--- src/rtl/petra_rx_if.sv ---
// Bundle of receive-link signals between the transceiver/decoder/arbiter side and petra_rx.
// Purely wiring: no storage and no added latency.
// Flow control is pulse/level based (frame_valid, ecc_done, ack_req/ack_grant/ack_done).
interface petra_rx_if #(
  parameter int MESSAGE_SIZE = 8
);
  localparam int PACKET_SIZE = MESSAGE_SIZE + 3;

  // Transceiver / decoder side
  logic                    frame_valid;
  logic                    ecc_done;
  logic [PACKET_SIZE-1:0]  packet_in;
  logic                    ecc_ok;

  // Message delivery
  logic [MESSAGE_SIZE-1:0] data_out;
  logic                    irq_rx;

  // (N)ACK transmit request towards the arbiter
  logic                    ack_req;
  logic [1:0]              ack_kind;
  logic                    ack_seq;
  logic                    ack_grant;
  logic                    ack_done;

  // Indications to the TX state machine and status
  logic [1:0]              notify_ack;
  logic                    notify_seq;
  logic                    expected_seq;
  logic [7:0]              err_count;
  logic [7:0]              dup_count;

  // Controller side
  modport master (
    input  frame_valid, ecc_done, packet_in, ecc_ok, ack_grant, ack_done,
    output data_out, irq_rx, ack_req, ack_kind, ack_seq,
           notify_ack, notify_seq, expected_seq, err_count, dup_count
  );

  // Environment side (transceiver, decoder, arbiter, TX FSM)
  modport slave (
    output frame_valid, ecc_done, packet_in, ecc_ok, ack_grant, ack_done,
    input  data_out, irq_rx, ack_req, ack_kind, ack_seq,
           notify_ack, notify_seq, expected_seq, err_count, dup_count
  );
endinterface

--- src/rtl/petra_rx.sv ---
// Receive-side stop-and-wait link controller: decode handshake, classify, deliver, (N)ACK request.
// Latency: ecc_done to irq_rx is 2 cycles; notify_ack follows ecc_done by 2 cycles.
// Backpressure: frames arriving while busy are dropped; ack_req is held until grant and done/timeout.
module petra_rx #(
  parameter int MESSAGE_SIZE   = 8,
  parameter int PACKET_SIZE    = MESSAGE_SIZE + 3,
  parameter int DECODE_TIMEOUT = 15,
  parameter int ACK_TIMEOUT    = 1023
) (
  input logic        clock,
  input logic        reset,
  petra_rx_if.master bus
);

  typedef enum logic [2:0] {
    IDLE,
    DECODE,
    CLASSIFY,
    DELIVER,
    ACK_REQ,
    ACK_WAIT
  } state_t;

  localparam logic [1:0] TYPE_NORMAL = 2'b00;
  localparam logic [1:0] TYPE_ACK    = 2'b01;
  localparam logic [1:0] TYPE_NACK   = 2'b10;
  localparam logic [1:0] TYPE_EXT    = 2'b11;

  localparam logic [1:0]  KIND_ACK  = 2'b01;
  localparam logic [1:0]  KIND_NACK = 2'b10;

  localparam logic [15:0] DEC_LIMIT = 16'(DECODE_TIMEOUT);
  localparam logic [15:0] ACK_LIMIT = 16'(ACK_TIMEOUT);

  state_t                  state_q, state_d;
  logic [15:0]             timer_q, timer_d;
  logic [PACKET_SIZE-1:0]  pkt_q, pkt_d;
  logic                    ok_q, ok_d;
  logic [MESSAGE_SIZE-1:0] data_out_q, data_out_d;
  logic                    irq_rx_q, irq_rx_d;
  logic [1:0]              ack_kind_q, ack_kind_d;
  logic                    ack_seq_q, ack_seq_d;
  logic [1:0]              notify_ack_q, notify_ack_d;
  logic                    notify_seq_q, notify_seq_d;
  logic                    expected_seq_q, expected_seq_d;
  logic [7:0]              err_count_q, err_count_d;
  logic [7:0]              dup_count_q, dup_count_d;
  logic                    err_inc, dup_inc;

  // Field views of the latched packet: {seq, type, payload}
  logic                    pkt_seq;
  logic [1:0]              pkt_type;
  logic [MESSAGE_SIZE-1:0] pkt_payload;

  assign pkt_seq     = pkt_q[PACKET_SIZE-1];
  assign pkt_type    = pkt_q[PACKET_SIZE-2 -: 2];
  assign pkt_payload = pkt_q[MESSAGE_SIZE-1:0];

  // Next-state, datapath and counter update logic
  always_comb begin
    state_d        = state_q;
    timer_d        = timer_q;
    pkt_d          = pkt_q;
    ok_d           = ok_q;
    data_out_d     = data_out_q;
    irq_rx_d       = 1'b0;
    ack_kind_d     = ack_kind_q;
    ack_seq_d      = ack_seq_q;
    notify_ack_d   = 2'b00;
    notify_seq_d   = notify_seq_q;
    expected_seq_d = expected_seq_q;
    err_inc        = 1'b0;
    dup_inc        = 1'b0;

    unique case (state_q)
      IDLE: begin
        if (bus.frame_valid) begin
          state_d = DECODE;
          timer_d = '0;
        end
      end

      DECODE: begin
        // A result arriving in the timeout cycle is still accepted
        if (bus.ecc_done) begin
          pkt_d   = bus.packet_in;
          ok_d    = bus.ecc_ok;
          state_d = CLASSIFY;
        end else if (timer_q + 16'd1 == DEC_LIMIT) begin
          err_inc    = 1'b1;
          ack_kind_d = KIND_NACK;
          ack_seq_d  = expected_seq_q;
          state_d    = ACK_REQ;
        end else begin
          timer_d = timer_q + 16'd1;
        end
      end

      CLASSIFY: begin
        if (!ok_q) begin
          err_inc    = 1'b1;
          ack_kind_d = KIND_NACK;
          ack_seq_d  = expected_seq_q;
          state_d    = ACK_REQ;
        end else begin
          case (pkt_type)
            TYPE_ACK, TYPE_NACK: begin
              // Peer's (N)ACK goes to the TX side; we never answer it
              notify_ack_d = pkt_type;
              notify_seq_d = pkt_seq;
              state_d      = IDLE;
            end
            TYPE_EXT: begin
              err_inc    = 1'b1;
              ack_kind_d = KIND_NACK;
              ack_seq_d  = expected_seq_q;
              state_d    = ACK_REQ;
            end
            TYPE_NORMAL: begin
              if (pkt_seq == expected_seq_q) begin
                // Payload and irq are registered so they appear together in DELIVER
                data_out_d = pkt_payload;
                irq_rx_d   = 1'b1;
                state_d    = DELIVER;
              end else begin
                // Duplicate: our earlier ACK was lost, so re-acknowledge it
                dup_inc    = 1'b1;
                ack_kind_d = KIND_ACK;
                ack_seq_d  = pkt_seq;
                state_d    = ACK_REQ;
              end
            end
          endcase
        end
      end

      DELIVER: begin
        expected_seq_d = ~expected_seq_q;
        ack_kind_d     = KIND_ACK;
        ack_seq_d      = pkt_seq;
        state_d        = ACK_REQ;
      end

      ACK_REQ: begin
        if (bus.ack_grant) begin
          timer_d = '0;
          state_d = ACK_WAIT;
        end
      end

      ACK_WAIT: begin
        // Completion in the timeout cycle counts as success
        if (bus.ack_done) begin
          state_d = IDLE;
        end else if (timer_q + 16'd1 == ACK_LIMIT) begin
          err_inc = 1'b1;
          state_d = IDLE;
        end else begin
          timer_d = timer_q + 16'd1;
        end
      end

      default: state_d = IDLE;
    endcase

    err_count_d = (err_inc && err_count_q != 8'hFF) ? err_count_q + 8'd1 : err_count_q;
    dup_count_d = (dup_inc && dup_count_q != 8'hFF) ? dup_count_q + 8'd1 : dup_count_q;
  end

  // State and output registers with synchronous reset
  always_ff @(posedge clock) begin
    if (reset) begin
      state_q        <= IDLE;
      timer_q        <= '0;
      pkt_q          <= '0;
      ok_q           <= 1'b0;
      data_out_q     <= '0;
      irq_rx_q       <= 1'b0;
      ack_kind_q     <= 2'b00;
      ack_seq_q      <= 1'b0;
      notify_ack_q   <= 2'b00;
      notify_seq_q   <= 1'b0;
      expected_seq_q <= 1'b0;
      err_count_q    <= '0;
      dup_count_q    <= '0;
    end else begin
      state_q        <= state_d;
      timer_q        <= timer_d;
      pkt_q          <= pkt_d;
      ok_q           <= ok_d;
      data_out_q     <= data_out_d;
      irq_rx_q       <= irq_rx_d;
      ack_kind_q     <= ack_kind_d;
      ack_seq_q      <= ack_seq_d;
      notify_ack_q   <= notify_ack_d;
      notify_seq_q   <= notify_seq_d;
      expected_seq_q <= expected_seq_d;
      err_count_q    <= err_count_d;
      dup_count_q    <= dup_count_d;
    end
  end

  assign bus.data_out     = data_out_q;
  assign bus.irq_rx       = irq_rx_q;
  assign bus.ack_req      = (state_q == ACK_REQ) || (state_q == ACK_WAIT);
  assign bus.ack_kind     = ack_kind_q;
  assign bus.ack_seq      = ack_seq_q;
  assign bus.notify_ack   = notify_ack_q;
  assign bus.notify_seq   = notify_seq_q;
  assign bus.expected_seq = expected_seq_q;
  assign bus.err_count    = err_count_q;
  assign bus.dup_count    = dup_count_q;

endmodule

--- src/flat_wrapper.sv ---
// flat-port wrapper written by rule: the top's interface ports become plain ports
module petra_rx_flat 
#(
  parameter int MESSAGE_SIZE   = 8,
  parameter int PACKET_SIZE    = MESSAGE_SIZE + 3,
  parameter int DECODE_TIMEOUT = 15,
  parameter int ACK_TIMEOUT    = 1023
)
  (clock, reset, bus_frame_valid, bus_ecc_done, bus_packet_in, bus_ecc_ok, bus_ack_grant, bus_ack_done, bus_data_out, bus_irq_rx, bus_ack_req, bus_ack_kind, bus_ack_seq, bus_notify_ack, bus_notify_seq, bus_expected_seq, bus_err_count, bus_dup_count);
  petra_rx_if #(.MESSAGE_SIZE(MESSAGE_SIZE)) bus_i ();
  input logic clock;
  input logic reset;
  input wire logic [$bits(bus_i.frame_valid)-1:0] bus_frame_valid;
  input wire logic [$bits(bus_i.ecc_done)-1:0] bus_ecc_done;
  input wire logic [$bits(bus_i.packet_in)-1:0] bus_packet_in;
  input wire logic [$bits(bus_i.ecc_ok)-1:0] bus_ecc_ok;
  input wire logic [$bits(bus_i.ack_grant)-1:0] bus_ack_grant;
  input wire logic [$bits(bus_i.ack_done)-1:0] bus_ack_done;
  output wire logic [$bits(bus_i.data_out)-1:0] bus_data_out;
  output wire logic [$bits(bus_i.irq_rx)-1:0] bus_irq_rx;
  output wire logic [$bits(bus_i.ack_req)-1:0] bus_ack_req;
  output wire logic [$bits(bus_i.ack_kind)-1:0] bus_ack_kind;
  output wire logic [$bits(bus_i.ack_seq)-1:0] bus_ack_seq;
  output wire logic [$bits(bus_i.notify_ack)-1:0] bus_notify_ack;
  output wire logic [$bits(bus_i.notify_seq)-1:0] bus_notify_seq;
  output wire logic [$bits(bus_i.expected_seq)-1:0] bus_expected_seq;
  output wire logic [$bits(bus_i.err_count)-1:0] bus_err_count;
  output wire logic [$bits(bus_i.dup_count)-1:0] bus_dup_count;
  assign bus_i.frame_valid = bus_frame_valid;
  assign bus_i.ecc_done = bus_ecc_done;
  assign bus_i.packet_in = bus_packet_in;
  assign bus_i.ecc_ok = bus_ecc_ok;
  assign bus_i.ack_grant = bus_ack_grant;
  assign bus_i.ack_done = bus_ack_done;
  assign bus_data_out = bus_i.data_out;
  assign bus_irq_rx = bus_i.irq_rx;
  assign bus_ack_req = bus_i.ack_req;
  assign bus_ack_kind = bus_i.ack_kind;
  assign bus_ack_seq = bus_i.ack_seq;
  assign bus_notify_ack = bus_i.notify_ack;
  assign bus_notify_seq = bus_i.notify_seq;
  assign bus_expected_seq = bus_i.expected_seq;
  assign bus_err_count = bus_i.err_count;
  assign bus_dup_count = bus_i.dup_count;
  petra_rx #(.MESSAGE_SIZE(MESSAGE_SIZE), .PACKET_SIZE(PACKET_SIZE), .DECODE_TIMEOUT(DECODE_TIMEOUT), .ACK_TIMEOUT(ACK_TIMEOUT)) u_core (.clock(clock), .reset(reset), .bus(bus_i));
endmodule
--- config.mk ---
export PLATFORM = sky130hd
export DESIGN_NAME = petra_rx_flat
export DESIGN_NICKNAME = d
export VERILOG_FILES = /design/src/rtl/petra_rx_if.sv /design/src/rtl/petra_rx.sv /design/src/flat_wrapper.sv
export SDC_FILE = /design/constraint.sdc
export NUM_CORES = 1
export LEC_CHECK = 0
export ABC_CLOCK_PERIOD_IN_PS = 2440
export CORE_MARGIN = 5
export CORE_UTILIZATION = 49
export DETAILED_ROUTE_END_ITERATION = 12
export GPL_ROUTABILITY_DRIVEN = 0
export GPL_TIMING_DRIVEN = 0
export PLACE_DENSITY = 0.76
export SYNTH_ARGS = -nofsm -noshare
export SYNTH_HDL_FRONTEND = slang
export SYNTH_SLANG_ARGS = --single-unit
export TNS_END_PERCENT = 20
--- constraint.sdc ---
create_clock -name clock -period 2.44 [get_ports clock]
set_input_delay 0.366 -clock clock [delete_from_list [all_inputs] [get_ports clock]]
set_output_delay 0.366 -clock clock [all_outputs]
set_load 0.01 [all_outputs]
==> flow_summary.json <==
{
  "critPathKind": "flip-flop to flip-flop",
  "worstHoldPathCells": 2,
  "pin_count": 51,
  "setup_viol": 26,
  "vias_per_cell": 5.64,
  "violations": "setup timing",
  "synth_fp_nets": 454,
  "grt_util_all_layers_pct": 22.5,
  "placed_area_um2": 4200,
  "wl_um": 9770,
  "port_buffers": 50,
  "area_growth_pct": 38.0,
  "setup.worst_path.start_class": "flip-flop",
  "cts-buffers-inserted": 9,
  "status": "finished, violations left",
  "leakagePower_uw": 0.00178,
  "power_density_nw_per_um2": 492,
  "critical-path-slowest-cell": "or4_4",
  "switchingPower_uw": 699,
  "rsz0062_at_grt": "yes",
  "first_iter_violations": 175,
  "period_share_pct": 107,
  "initial_core_util_pct": 49.6,
  "nets": 546,
  "clk_latency_ns": 0.35,
  "stdcell_count": 626,
  "muxShareOfSynthArea_pct": 5.44,
  "crit_chain": "buf_6 > nand2_2 > or4_4 > and2_4 > and2_1 > and3_4 > buf_12 > o22ai_4 > nor3_2 > or3_1",
  "synthSimpleGateAreaFrac_pct": 29.4,
  "comb_power_share_pct": 17.8,
  "ant_nets": 0,
  "die_h_um": 95.0,
  "synth_edf_count": 0,
  "regToRegSetupSlack_ns": -0.16,
  "max_stage_delay_ns": 0.54,
  "place_hpwl_um": 6500,
  "synthesis.area_um2": 3540,
  "cts.htree.levels": 3,
  "diodes": 0,
  "fin_ws_ns": -0.163,
  "pwr-share-clk_pct": 37.2,
  "die_w_um": 95.0,
  "path_max_fanout": 8,
  "vias": 3533,
  "synth_cell_types": 66,
  "wire_per_inst_um": 15.6,
  "holdWs_ns": 0.455,
  "reg2reg_depth": 10,
  "hold_class": "flip-flop to flip-flop",
  "cts.reportedPaths.clkPinSlew_ns": 0.08,
  "cp.depth": 10,
  "synthAdderAreaFrac_pct": 2.12,
  "fp.coreArea_um2": 7140,
  "layout-drive-gt1-share_pct": 21.4,
  "drc": 0,
  "ys_ff_latch": 63,
  "skew_ns": 0.0100,
  "synthXorXnorAreaFrac_pct": 4.20,
  "synth_top_family_by_area": "simple AND/OR/NAND/NOR gates",
  "path_buf_inv": 2,
  "first_global_vias": 3429,
  "crit_required_ns": 2.67,
  "grt_max_degree": 12,
  "peakVddDrop_v": 0.000291,
  "maxCapViolCount": 0,
  "finalCriticalPeriod_ns": 2.60,
  "p_int_uw": 1700,
  "arrival_ns": 2.83,
  "power_frac_seq_pct": 45.0,
  "cts_sinks": 63,
  "maxSlewHeadroom_pct": 42.0,
  "synth_seq_area_share_pct": 35.6,
  "drv_slew": 0,
  "cts_hold_buffers": 0,
  "rows": 31,
  "ys_warn_count": 0,
  "die-area_um2": 9030,
  "syn_area_per_cell_um2": 8.23,
  "tritoncts": "done",
  "hold_viol": 0,
  "worst_pin_slew_ns": 0.866,
  "dp_cells": 579,
  "crit_family": "simple AND/OR/NAND/NOR gates",
  "syn_inst": 430,
  "async_flop_share_pct": 0,
  "synthFlopType": "dfxtp_1",
  "cts.path.max_buffers": 2,
  "dpl_worst_slack_ns": -0.533,
  "switching_share_pct": 29.1,
  "root_buffer": "clkbuf_8",
  "antenna_found_initial": 0,
  "grt_overflow_total": 0,
  "stdcell_area_um2": 4880,
  "synth-compound-area-share_pct": 17.8,
  "drt_first_pass_iters": 4,
  "fmax_ghz": 0.384,
  "end_kind": "flip-flop",
  "grt_pass1_wl_um": 16000
}
==> flip-flops by register name, indices dropped and copies added (netlist names) <==
register,flops
u_core.bus.irq_rx,1
u_core.bus.ack_kind,2
u_core.state_q,3
u_core.bus.notify_ack,2
u_core.bus.notify_seq,1
u_core.pkt_q,11
u_core.bus.expected_seq,1
u_core.ok_q,1
u_core.bus.ack_seq,1
u_core.bus.data_out,8
u_core.bus.err_count,8
u_core.bus.dup_count,8
u_core.timer_q,16
==> tightest hold or removal path, cell delays in order (launching register included) <==
cell,delay [ns]
dfxtp_1,0.31
nand2_1,0.05
a21oi_1,0.05
==> final timing paths <==
| kind | startpoint | to |
|---|---|---|
| max | u_core.timer_q[5] | u_core.timer_q[2] |
| min | u_core.pkt_q[3] | u_core.pkt_q[3] |
| max reg2reg | u_core.timer_q[5] | u_core.timer_q[2] |
| min reg2reg | u_core.pkt_q[3] | u_core.pkt_q[3] |
==> Yosys cell counts, types with 9 or more instances <==
master | number | area [um2]
dfxtp_1 | 63 | 1260
inv_1 | 15 | 56.3
xnor2_1 | 13 | 114
nor2_1 | 43 | 161
mux2i_1 | 17 | 170
nand3_1 | 14 | 70.1
clkbuf_1 | 18 | 67.6
a21oi_1 | 27 | 135
nand2_1 | 61 | 229
o21ai_0 | 10 | 50.1
nor3_1 | 14 | 70.1
and3_1 | 9 | 56.3
==> kinds of logic after synthesis <==
logic type	count (synthesis)
AO/OA/AOI/OAI	83
XOR/XNOR	17
adder cells (fa/ha/maj)	6
buffers and inverters	43
flip-flops	63
multiplexers	19
AND/OR/NAND/NOR	199
==> metal layers <==
metal	wire (um)	share of wire, %	global-route usage [%]	vias up
met2	4660	48	36.5	123
met5	0	0	0	-
met3	617	6.3	5.18	19
li1	-	-	-	1718
met4	189	1.9	11.3	0
met1	4310	44	27.7	1673
==> power groups by stage <==
| stage | clock [uW] | sequential, uW | combinational (uW) |
|---|---|---|---|
| finish | 893 | 1080 | 428 |
| global route | 960 | 1090 | 464 |
| CTS | 901 | 1080 | 409 |
| detailed placement | 0 | 1120 | 334 |
| global placement | 0 | 1110 | 330 |
| floorplan | 0 | 1110 | 222 |
==> per-stage QoR <==
stage	total power [uW]	TNS, ns	util [%]
after floorplan	1330	0	-
after global placement	1440	-5.70	58.9
after detailed placement	1450	-6.89	58.9
after CTS	2390	-2.32	66.4
after global routing	2510	-5.44	68.4
final	2400	-2.14	68.4
==> cell usage in the layout, fill, tap and decap left out, types with 4 or more instances in the layout <==
master / instances
nand4_1: 8
nor2b_1: 6
nor2_1: 42
buf_4: 31
ha_1: 5
and3_1: 8
xor2_1: 4
clkdlybuf4s50_1: 50
buf_6: 6
nand3_1: 13
dfxtp_4: 7
and2_1: 5
a21oi_1: 27
nor4_4: 4
inv_1: 15
nor3_1: 11
mux2i_1: 16
dfxtp_1: 53
nand2_1: 60
clkbuf_1: 15
o21ai_0: 8
clkbuf_8: 9
nand2b_1: 4
xnor2_1: 13
or3_1: 5
==> what timing repair did <==
item | in CTS | in global routing
gates cloned | 2 | 0
buffers inserted | 28 | 5
endpoints found under the setup margin | 32 | 31
pin swaps | 20 | 14
endpoints found under the hold margin | 0 | 0
gates resized for setup | 35 | 29
==> cell type report <==
| cell class | instances | area, um2 |
|---|---|---|
| multi-input combinational | 324 | 2310 |
| fill | 570 | 2250 |
| sequential | 63 | 1290 |
| timing repair buffer | 85 | 782 |
| buffer | 24 | 135 |
| clock buffer | 10 | 128 |
| tap | 99 | 124 |
| clock inverter | 6 | 61.3 |
| inverter | 15 | 56.3 |
Power figures use the tool's default switching activity.
